--- config.mk ---
export PLATFORM = sky130hd
export DESIGN_NAME = seq_alu_accum
export DESIGN_NICKNAME = d
export VERILOG_FILES = /design/src/rtl/alu_pkg.sv /design/src/rtl/shift_add_mul.sv /design/src/rtl/seq_alu_accum.sv
export SDC_FILE = /design/constraint.sdc
export NUM_CORES = 1
export LEC_CHECK = 0
export ABC_AREA = 1
export CELL_PAD_IN_SITES_DETAIL_PLACEMENT = 0
export CELL_PAD_IN_SITES_GLOBAL_PLACEMENT = 2
export CORE_ASPECT_RATIO = 1.75
export CORE_MARGIN = 2
export CORE_UTILIZATION = 35
export DETAILED_ROUTE_END_ITERATION = 7
export GPL_ROUTABILITY_DRIVEN = 1
export GPL_TIMING_DRIVEN = 0
export PLACE_DENSITY_LB_ADDON = 0.08
export SLEW_MARGIN = 25
export SYNTH_ARGS = -nofsm -noshare
export SYNTH_HDL_FRONTEND = slang
export SYNTH_SLANG_ARGS = --single-unit
--- constraint.sdc ---
create_clock -name clock -period 3.1 [get_ports clock]
set_input_delay 0.775 -clock clock [delete_from_list [all_inputs] [get_ports clock]]
set_output_delay 0.775 -clock clock [all_outputs]
set_load 0.005 [all_outputs]
--- src/rtl/alu_pkg.sv ---
// Shared definitions for the sequential ALU: op codes, FSM encoding and a
// constant clog2 used to size shift amounts and counters.
package alu_pkg;

    localparam logic [2:0] OP_ADD     = 3'b000;
    localparam logic [2:0] OP_SUB     = 3'b001;
    localparam logic [2:0] OP_NANDNOR = 3'b010;
    localparam logic [2:0] OP_XORX    = 3'b011;
    localparam logic [2:0] OP_ACC     = 3'b100;
    localparam logic [2:0] OP_MUL     = 3'b101;
    localparam logic [2:0] OP_ROL     = 3'b110;
    localparam logic [2:0] OP_CLR     = 3'b111;

    localparam logic [0:0] ST_IDLE = 1'b0;
    localparam logic [0:0] ST_MUL  = 1'b1;

    function automatic int clog2(input int n);
        int r;
        r = 0;
        while ((1 << r) < n) r = r + 1;
        return r;
    endfunction

endpackage

--- src/rtl/shift_add_mul.sv ---
// W-cycle shift-add multiplier. product is the next accumulator value so the
// parent can register it in step with the engine's own accumulator.
module shift_add_mul
    import alu_pkg::*;
#(
    parameter int W = 4
) (
    input  logic           clock,
    input  logic           reset,
    input  logic           start,
    input  logic [W-1:0]   a,
    input  logic [W-1:0]   b,
    output logic           busy,
    output logic           done,
    output logic [2*W-1:0] product
);

    localparam int CW = (clog2(W) < 1) ? 1 : clog2(W);

    logic [2*W-1:0] mcand_q, mcand_d;
    logic [W-1:0]   mplier_q, mplier_d;
    logic [2*W-1:0] acc_q, acc_d;
    logic [CW-1:0]  cnt_q, cnt_d;
    logic           busy_q, busy_d;
    logic           last_step;

    assign last_step = busy_q && (cnt_q == CW'(W - 1));

    always_comb begin
        mcand_d  = mcand_q;
        mplier_d = mplier_q;
        acc_d    = acc_q;
        cnt_d    = cnt_q;
        busy_d   = busy_q;
        if (busy_q) begin
            acc_d    = acc_q + (mplier_q[0] ? mcand_q : '0);
            mcand_d  = mcand_q << 1;
            mplier_d = mplier_q >> 1;
            cnt_d    = last_step ? '0 : cnt_q + CW'(1);
            busy_d   = !last_step;
        end else if (start) begin
            acc_d    = '0;
            mcand_d  = {{W{1'b0}}, a};
            mplier_d = b;
            cnt_d    = '0;
            busy_d   = 1'b1;
        end
    end

    always_ff @(posedge clock or posedge reset) begin
        if (reset) begin
            mcand_q  <= '0;
            mplier_q <= '0;
            acc_q    <= '0;
            cnt_q    <= '0;
            busy_q   <= 1'b0;
        end else begin
            mcand_q  <= mcand_d;
            mplier_q <= mplier_d;
            acc_q    <= acc_d;
            cnt_q    <= cnt_d;
            busy_q   <= busy_d;
        end
    end

    assign busy    = busy_q;
    assign done    = last_step;
    assign product = acc_d;

endmodule

--- src/rtl/seq_alu_accum.sv ---
// Registered ALU with accumulator, rotate and multi-cycle multiply.
// Handshake: a request is taken on any rising edge with in_valid && in_ready; out_valid pulses one cycle per completed request.
module seq_alu_accum
    import alu_pkg::*;
#(
    parameter int W      = 4,
    parameter int SW_REG = 0
) (
    input  logic           clock,
    input  logic           reset,
    input  logic           in_valid,
    output logic           in_ready,
    input  logic [2:0]     op,
    input  logic [W-1:0]   a,
    input  logic [W-1:0]   b,
    output logic [2*W-1:0] result,
    output logic           out_valid,
    output logic           zero,
    output logic [0:0]     dbg_state
);

    localparam int SHW = clog2(2 * W);
    localparam int RW  = W + 1;

    // Operands are captured at acceptance in either SW_REG setting: the
    // multiplier latches its own copy and single-cycle ops land in result.
    if (W < 2 || W > 16 || SW_REG < 0 || SW_REG > 1) begin : g_bad_param
        $error("seq_alu_accum: W must be 2..16 and SW_REG 0 or 1");
    end

    logic [0:0]     state_q, state_d;
    logic [2*W-1:0] result_q, result_d;
    logic           out_valid_q, out_valid_d;
    logic           zero_q, zero_d;

    logic           accept;
    logic           mul_start;
    logic           mul_busy;
    logic           mul_done;
    logic [2*W-1:0] mul_product;

    logic [W:0]     rot_mod;
    logic [SHW-1:0] rot_amt;
    logic [4*W-1:0] rot_dbl;
    logic [2*W-1:0] rol_res;

    assign in_ready  = (state_q == ST_IDLE);
    assign accept    = in_valid && in_ready;
    assign mul_start = accept && (op == OP_MUL);

    assign rot_mod = {1'b0, b} % RW'(2 * W);
    assign rot_amt = rot_mod[SHW-1:0];
    assign rot_dbl = {result_q, result_q} << rot_amt;
    assign rol_res = rot_dbl[4*W-1:2*W];

    shift_add_mul #(.W(W)) u_mul (
        .clock   (clock),
        .reset   (reset),
        .start   (mul_start),
        .a       (a),
        .b       (b),
        .busy    (mul_busy),
        .done    (mul_done),
        .product (mul_product)
    );

    always_comb begin
        state_d     = state_q;
        result_d    = result_q;
        out_valid_d = 1'b0;
        case (state_q)
            ST_IDLE: begin
                if (accept) begin
                    out_valid_d = 1'b1;
                    case (op)
                        OP_ADD:     result_d = {{W{1'b0}}, a} + {{W{1'b0}}, b};
                        OP_SUB:     result_d = {{W{1'b0}}, a} - {{W{1'b0}}, b};
                        OP_NANDNOR: result_d = {~(a | b), ~(a & b)};
                        OP_XORX:    result_d = {a ^ b, ~(a ^ b)};
                        OP_ACC:     result_d = result_q + {{W{1'b0}}, a};
                        OP_MUL: begin
                            result_d    = '0;
                            state_d     = ST_MUL;
                            out_valid_d = 1'b0;
                        end
                        OP_ROL:     result_d = rol_res;
                        default:    result_d = '0;
                    endcase
                end
            end
            default: begin
                // Intermediate partial products are shown on result as they form.
                result_d = mul_product;
                if (mul_done || !mul_busy) begin
                    state_d     = ST_IDLE;
                    out_valid_d = 1'b1;
                end
            end
        endcase
        zero_d = (result_d == '0);
    end

    always_ff @(posedge clock or posedge reset) begin
        if (reset) begin
            state_q     <= ST_IDLE;
            result_q    <= '0;
            out_valid_q <= 1'b0;
            zero_q      <= 1'b1;
        end else begin
            state_q     <= state_d;
            result_q    <= result_d;
            out_valid_q <= out_valid_d;
            zero_q      <= zero_d;
        end
    end

    assign result    = result_q;
    assign out_valid = out_valid_q;
    assign zero      = zero_q;
    assign dbg_state = state_q;

endmodule

==> run summary, run 1 <==
OUTCOME
----------------------------------------------------------------------------------
Run status .......................................................... finished clean

FINISH
----------------------------------------------------------------------------------
Share of final-layout standard cells stronger than drive strength 1 .       0.0699
Area growth syn-to-layout ...........................................        18.1%
Fill cell total of the finished layout ..............................          969
Antenna diode count .................................................            0
Area of the multi-input gates .......................................     1840 µm²
Finished layout cell area ...........................................     3590 µm²
Flip-flop and latch area ............................................      852 µm²
Core utilization of the finished layout .............................        0.420
Layout Cells excl Fill ..............................................          618
Final net count .....................................................          543

TIMING
----------------------------------------------------------------------------------
Post-route fraction of the period consumed by the critical path .....        0.935
Max-slew violation count ............................................            0
Fmax ................................................................      345 MHz
Pin slew with the least headroom to its limit .......................     0.731 ns
Number of endpoints with negative hold slack in the final report ....            0
Worst hold slack ....................................................     0.484 ns
Setup repair after global routing missed its margin .................        false
Worst Skew ..........................................................   0.00686 ns
Post-layout min period ..............................................      2.90 ns
Relative slew slack .................................................        0.512
Post-Route Setup TNS ................................................         0 ns
Final setup vio count ...............................................            0

FLOORPLAN
----------------------------------------------------------------------------------
Die footprint .......................................................     9480 µm²
Initial standard-cell utilization of the core .......................        0.355
Horizontal die dimension ............................................      74.5 µm
Chip Height .........................................................       127 µm
Core area ...........................................................     8560 µm²
Site Rows ...........................................................           45
I/O pin count .......................................................           26

WORST SETUP PATH
----------------------------------------------------------------------------------
Maximum fanout count along the critical path ........................           12
Reg-to-reg startpoint ............................................... u_mul.mplier_q[0]
Critical register-to-register path endpoint .........................         zero
R2R Setup Slk .......................................................      0.57 ns
CP startpoint kind ..................................................    input pin
Critical path endpoint category .....................................     register
Data arrival time of the critical path ..............................      3.11 ns
Category of the critical setup timing path .......................... input pin to register
Worst EP required ...................................................      3.31 ns
Worst Reg2Reg Path Length in Cells ..................................           14

WORST HOLD PATH
----------------------------------------------------------------------------------
Worst hold path cell count ..........................................            1
Launch point of the worst hold path ................................. u_mul.cnt_q[0]
End point of the worst hold path .................................... u_mul.cnt_q[0]
Hold Crit Class ..................................................... register to register

CTS
----------------------------------------------------------------------------------
Hold Buf Count CTS ..................................................            0
Insertion delay of the later-clocked pin in the worst-skew pair .....      0.28 ns
Buffers from clock root to sink, at most ............................            2
Clock sink count ....................................................           34
Cts bufs inserted ...................................................            5
Level count of the clock H-tree .....................................            2
Clock Tree Root ..................................................... sky130_fd_sc_hd__clkbuf_16
CTS tree ............................................................        built
Clock Pin Slew Worst Setup and Hold Paths ...........................      0.05 ns

DRT
----------------------------------------------------------------------------------
First drt pass iteration count ......................................            5
Drt first-iter violations ...........................................          149
Remaining number of nets flagged by the antenna check after routing .            0
Wirelength per Cell .................................................      15.6 µm
Detailed Route WL ...................................................      9660 µm
Per-cell via count in the routed design .............................         5.01
DRC violations left .................................................            0
Number of vias after detailed routing ...............................        3,095

JOB
----------------------------------------------------------------------------------
Number of max-cap violations ........................................            0

PLACED DESIGN
----------------------------------------------------------------------------------
Placed Area .........................................................     3440 µm²
Number of buffers added on ports ....................................           25
Placed cell count ...................................................          611
Detailed placement HPWL .............................................      7830 µm
Gpl congestion ......................................................        0.862

LOGIC SYNTHESIS
----------------------------------------------------------------------------------
Biggest area contributors in the synthesized netlist ................ sky130_fd_sc_hd__dfrtp_1 (27%), sky130_fd_sc_hd__nand2_1 (19%), sky130_fd_sc_hd__nand3_1 (11%)
Post-synth net total ................................................          511
Cell variety after synth ............................................           31
Number of synthesis warnings ........................................            0
Most instantiated cells after synthesis ............................. sky130_fd_sc_hd__nand2_1 (152), sky130_fd_sc_hd__inv_1 (73), sky130_fd_sc_hd__nand3_1 (68), sky130_fd_sc_hd__dfrtp_1 (33), sky130_fd_sc_hd__nor2_1 (25)
Async S/R FF share, synth ...........................................         1.00
Syn Std Cell Area ...................................................     3040 µm²
Per-instance average area after synthesis ...........................     6.49 µm²
Gate count after technology mapping .................................          469
Largest area contributor in the netlist ............................. sky130_fd_sc_hd__dfrtp_1
Number of synthesized flops with an enable pin ......................            0
Most frequent cell after synthesis .................................. sky130_fd_sc_hd__nand2_1
Flip-flop and latch count after synthesis ...........................           34
Register area share after synthesis .................................        0.280
Share of Yosys cell area claimed by the top area cell type ..........        0.271
Dominant synthesized flop cell ...................................... sky130_fd_sc_hd__dfrtp_1

POWER AND IR DROP
----------------------------------------------------------------------------------
Portion of total power attributed to combinational logic ............        0.442
Ratio of total power to cell area ...................................   585 nW/µm²
Fraction of power consumed by the clock network .....................        0.227
Max VDD drop ........................................................       371 µV
Internal power ......................................................      1.24 mW
Leakage .............................................................      1.95 nW
Part of the power in registers ......................................        0.331
Switching Power .....................................................     0.865 mW
Switch share ........................................................        0.412

GLOBAL ROUTING
----------------------------------------------------------------------------------
Vias in the first global route ......................................        3,047
Sum of overflow across all layers after global routing ..............            0
Overall fraction of global-route tracks in use ......................        0.223
Antenna violations before repair ....................................            0
First-pass GRT wire length ..........................................    15,700 µm
Maximum number of pins on one net before global-route repair ........           35

-- per-stage QoR --
step                power, mW  setup slack, ns
floorplan                1.31            0.747
global placement         1.63           -0.314
detailed placement       1.64           -0.316
CTS                      2.13           0.0397
global route             2.29           0.0127
finish                   2.10            0.201
-- cell type report --
class                           count  area share
Inverter                           80      0.0843
Multi-Input combinational cell    344       0.512
Clock inverter                      2     0.00279
Buffer                             11      0.0178
Tap cell                          117      0.0408
Timing Repair Buffer               25      0.0704
Sequential cell                    34       0.237
Clock buffer                        5      0.0348
-- worst max-delay path, cell delays in order --
cell and delay, ns:
sky130_fd_sc_hd__clkdlybuf4s50_1 0.48, sky130_fd_sc_hd__buf_4 0.21, sky130_fd_sc_hd__inv_2 0.23, sky130_fd_sc_hd__fa_1 0.46
sky130_fd_sc_hd__nand2_1 0.08, sky130_fd_sc_hd__o21ai_0 0.13, sky130_fd_sc_hd__nor2_1 0.14, sky130_fd_sc_hd__nand2_1 0.07
sky130_fd_sc_hd__nand2_1 0.06, sky130_fd_sc_hd__nand2_1 0.05, sky130_fd_sc_hd__nand2_1 0.07, sky130_fd_sc_hd__nand2_1 0.05
sky130_fd_sc_hd__inv_1 0.05, sky130_fd_sc_hd__nand3_1 0.12, sky130_fd_sc_hd__nor2_1 0.14
-- cells by family (layout without fill, tap and decap cells) --
family                     Yosys count  after routing  share of synthesized area
DFF                                 34             34                      0.280
AOI/OAI and AO/OA                   54             54                      0.105
xor gates and xnor gates             1              1                    0.00288
buffers and inverters               91            123                      0.118
adders and majority gates           28             28                      0.125
and+or+nand+nor                    261            261                      0.369
-- state kept, by name, summed over array words and instances (netlist names) --
signal	cells
u_mul.cnt_q	2
u_mul.mcand_q	8
result	8
u_mul.busy	1
u_mul.acc_q	8
zero	1
u_mul.mplier_q	4
out_valid	1
dbg_state	1
-- metal layers --
layer | routed length, µm | share of wire | global-route usage | up-vias
met5 | 0 | 0 | 0 | -
met4 | 314 | 0.033 | 0.0893 | 0
met3 | 245 | 0.025 | 0.0174 | 16
met2 | 5490 | 0.57 | 0.423 | 56
met1 | 3610 | 0.37 | 0.243 | 1455
li1 | - | - | - | 1568
-- worst max path at each step --
stage / start / endpoint
CTS: b[2] / zero
global placement: b[2] / zero
detailed placement: b[2] / zero
floorplan: b[2] / zero
global route: b[2] / zero
finish: b[1] / zero
-- power by group through the flow --
stage          clock, mW  combinational [mW]  sequential (mW)
6_report           0.478               0.928            0.696
3_5_place_dp           0               0.936            0.704
5_1_grt            0.505                1.07            0.719
3_3_place_gp           0               0.928            0.699
2_1_floorplan          0               0.642            0.672
4_1_cts            0.492               0.942            0.697
-- timing repair --
action,4_1_cts,5_1_grt
gates resized for setup,2,9
endpoints found under the setup margin,1,1
buffers inserted,0,0
-- cell usage in the layout, fill, tap and decap left out, types with 2 or more instances in the layout --
| cell type | Yosys | layout |
|---|---|---|
| sky130_fd_sc_hd__nand2_1 | 152 | 152 |
| sky130_fd_sc_hd__inv_1 | 73 | 71 |
| sky130_fd_sc_hd__nand3_1 | 68 | 68 |
| sky130_fd_sc_hd__dfrtp_1 | 33 | 33 |
| sky130_fd_sc_hd__clkdlybuf4s50_1 | 0 | 24 |
| sky130_fd_sc_hd__nor2_1 | 25 | 23 |
| sky130_fd_sc_hd__ha_1 | 24 | 23 |
| sky130_fd_sc_hd__a21oi_1 | 20 | 20 |
| sky130_fd_sc_hd__o21ai_0 | 14 | 13 |
| sky130_fd_sc_hd__nand4_1 | 8 | 8 |
| sky130_fd_sc_hd__inv_2 | 5 | 6 |
| sky130_fd_sc_hd__buf_2 | 8 | 6 |
| sky130_fd_sc_hd__o22ai_1 | 6 | 6 |
| sky130_fd_sc_hd__o221ai_1 | 5 | 5 |
| sky130_fd_sc_hd__clkbuf_16 | 0 | 5 |
| sky130_fd_sc_hd__or2_2 | 4 | 4 |
| sky130_fd_sc_hd__fa_1 | 4 | 4 |
| sky130_fd_sc_hd__o21ai_1 | 2 | 3 |
| sky130_fd_sc_hd__clkbuf_1 | 2 | 2 |
| sky130_fd_sc_hd__clkinv_1 | 2 | 2 |
| sky130_fd_sc_hd__nor2_2 | 0 | 2 |
| sky130_fd_sc_hd__o211ai_1 | 2 | 2 |
| sky130_fd_sc_hd__clkinv_2 | 0 | 2 |
Power figures use the tool's default switching activity.
==> run 2: changes to the inputs <==
CORE_UTILIZATION = 38   (was 35)
DONT_BUFFER_PORTS = 1   (was default)
==> run summary, run 2 (same netlist as run 1, synthesis figures left out) <==
OUTCOME
-------------------------------------------------------------------------------------
Run status ............................................................. finished clean

GLOBAL ROUTING
-------------------------------------------------------------------------------------
Maximum number of pins on one net before global-route repair ...........           35
First-pass GRT wire length .............................................    15,500 µm
Antenna violations before repair .......................................            0
Overall fraction of global-route tracks in use .........................        0.232
Sum of overflow across all layers after global routing .................            0
Vias in the first global route .........................................        3,168

FINISH
-------------------------------------------------------------------------------------
Final net count ........................................................          518
Flip-flop and latch area ...............................................      852 µm²
Area growth syn-to-layout ..............................................        10.1%
Antenna diode count ....................................................            0
Finished layout cell area ..............................................     3350 µm²
Area of the multi-input gates ..........................................     1830 µm²
Most frequent standard cell in the layout excluding fill and tap cells . sky130_fd_sc_hd__nand2_1
Leading cell types in the layout, fill and taps excluded ............... sky130_fd_sc_hd__nand2_1 (152), sky130_fd_sc_hd__inv_1 (72), sky130_fd_sc_hd__nand3_1 (68)
Share of final-layout standard cells stronger than drive strength 1 ....       0.0671
Fill cell total of the finished layout .................................          873

POWER AND IR DROP
-------------------------------------------------------------------------------------
Fraction of power consumed by the clock network ........................        0.304
Switch share ...........................................................        0.393
Max VDD drop ...........................................................       462 µV
Leakage ................................................................      1.87 nW
Switching Power ........................................................     0.866 mW
Portion of total power attributed to combinational logic ...............        0.378
Ratio of total power to cell area ......................................   659 nW/µm²
Overall power of the completed layout ..................................      2.21 mW
Part of the power in registers .........................................        0.318
Internal power .........................................................      1.34 mW

TIMING
-------------------------------------------------------------------------------------
Number of endpoints with negative hold slack in the final report .......            0
Post-layout min period .................................................      2.60 ns
Post-route fraction of the period consumed by the critical path ........        0.840
Final setup vio count ..................................................            0
PnR worst setup slack ..................................................     0.497 ns
Relative slew slack ....................................................        0.516
Worst Skew .............................................................   0.00976 ns
Pin slew with the least headroom to its limit ..........................     0.724 ns
Post-Route Setup TNS ...................................................         0 ns
Setup repair after global routing missed its margin ....................        false
Max-slew violation count ...............................................            0
Fmax ...................................................................      384 MHz

WORST SETUP PATH
-------------------------------------------------------------------------------------
Worst EP required ......................................................      3.32 ns
Maximum fanout count along the critical path ...........................           11
Cell type with the highest occurrence count on the critical path ....... sky130_fd_sc_hd__nand2_1
Top cell family by delay on the critical path .......................... simple AND/OR/NAND/NOR gates
CP startpoint kind .....................................................    input pin
Buffers and inverters on the worst path ................................            4
Largest incremental delay on the critical path .........................      0.36 ns
Category of the critical setup timing path ............................. input pin to register
Critical path endpoint category ........................................     register
Chain of cells forming the critical path ............................... buf_2, inv_2, ha_1, inv_1, nand2_1, nand2_1, nand2_1, nand3_1, nand2_1, a21oi_1, nand2_1, nand2_1, nand2_1, nand2_1, nand2_1, inv_1, nand2_1, nor2_1
Data arrival time of the critical path .................................      2.82 ns
Critical-path top delay cell ........................................... sky130_fd_sc_hd__ha_1

FLOORPLAN
-------------------------------------------------------------------------------------
Initial standard-cell utilization of the core ..........................        0.387
I/O pin count ..........................................................           26
Site Rows ..............................................................           43
Core area ..............................................................     7860 µm²
Horizontal die dimension ...............................................      71.6 µm
Chip Height ............................................................       122 µm
Die footprint ..........................................................     8760 µm²

CTS
-------------------------------------------------------------------------------------
Level count of the clock H-tree ........................................            2
Clock Tree Root ........................................................ sky130_fd_sc_hd__clkbuf_16
CTS tree ...............................................................        built
Post-cts resize count ..................................................            0
Count of buffers added by post-CTS timing repair for setup .............            0
Clock sink count .......................................................           34
Buffers from clock root to sink, at most ...............................            2
Clock Pin Slew Worst Setup and Hold Paths ..............................      0.06 ns
Insertion delay of the later-clocked pin in the worst-skew pair ........      0.29 ns
Cts bufs inserted ......................................................            5
Hold Buf Count CTS .....................................................            0

DRT
-------------------------------------------------------------------------------------
Remaining number of nets flagged by the antenna check after routing ....            0
DRC violations left ....................................................            0
Wirelength per Cell ....................................................      16.5 µm
Number of vias after detailed routing ..................................        2,974
Detailed Route WL ......................................................      9360 µm
Drt first-iter violations ..............................................          190
Per-cell via count in the routed design ................................         5.25
First drt pass iteration count .........................................            4

JOB
-------------------------------------------------------------------------------------
Number of max-cap violations ...........................................            0

PLACED DESIGN
-------------------------------------------------------------------------------------
Gpl congestion .........................................................        0.856
Detailed placement HPWL ................................................      7530 µm
Number of buffers added on ports .......................................            0
Placed Area ............................................................     3150 µm²
Pre-CTS setup slack ....................................................     0.201 ns

WORST HOLD PATH
-------------------------------------------------------------------------------------
Hold Crit Class ........................................................ input pin to async pin

run 2: power groups by stage:
| stage | logic, mW | clock network [mW] | registers (mW) |
|---|---|---|---|
| after floorplan | 0.642 | 0 | 0.672 |
| after global placement | 0.830 | 0 | 0.708 |
| after detailed placement | 0.837 | 0 | 0.712 |
| after CTS | 0.841 | 0.673 | 0.704 |
| after global routing | 0.972 | 0.691 | 0.722 |
| final | 0.833 | 0.671 | 0.702 |
run 2: worst reg2reg max path, cell delays in order, from the launching register on:
cell	delay, ns
sky130_fd_sc_hd__dfrtp_1	0.32
sky130_fd_sc_hd__clkbuf_1	0.37
sky130_fd_sc_hd__nand2_1	0.10
sky130_fd_sc_hd__inv_1	0.07
sky130_fd_sc_hd__ha_1	0.22
sky130_fd_sc_hd__inv_1	0.07
sky130_fd_sc_hd__fa_1	0.36
sky130_fd_sc_hd__inv_1	0.13
sky130_fd_sc_hd__a21oi_1	0.07
sky130_fd_sc_hd__o21ai_0	0.08
sky130_fd_sc_hd__o21ai_1	0.12
sky130_fd_sc_hd__or2_2	0.29
sky130_fd_sc_hd__nand2_1	0.09
sky130_fd_sc_hd__nand3_1	0.11
sky130_fd_sc_hd__nor2_1	0.14
run 2: layout make-up:
cell class | count | area share
multi-input combinational | 344 | 0.547
sequential | 34 | 0.254
inverter | 80 | 0.0897
clock buffer | 5 | 0.0374
tap | 90 | 0.0336
clock inverter | 3 | 0.0206
buffer | 11 | 0.0176
run 2: per-stage QoR:
stage               utilization  std cells  hold slack, ns
floorplan                     -        469           0.450
global placement          0.402        559           0.462
detailed placement        0.402        559           0.476
CTS                       0.426        567           0.482
global route              0.426        567           0.505
finish                    0.426        567           0.482
run 2: worst paths after layout:
path,start,cells after the start,endpoint,slack [ns]
max,b[2],18,zero,0.50
min,reset,1,out_valid,0.48
max reg2reg,u_mul.mplier_q[0],14,zero,0.50
min reg2reg,u_mul.cnt_q[0],1,u_mul.cnt_q[0],0.48
max in group asynchronous,reset,1,result[4],2.14
min in group clock,u_mul.cnt_q[0],1,u_mul.cnt_q[0],0.48
run 2: per-layer routing:
metal / GRT usage / vias to the layer above / wire length (µm) / part of all wire
met3: 0.0238 / 16 / 245 / 0.026
met2: 0.446 / 52 / 5190 / 0.55
met1: 0.251 / 1385 / 3630 / 0.39
li1: - / 1521 / - / -
met4: 0.0967 / 0 / 297 / 0.032
met5: 0 / - / 0 / 0
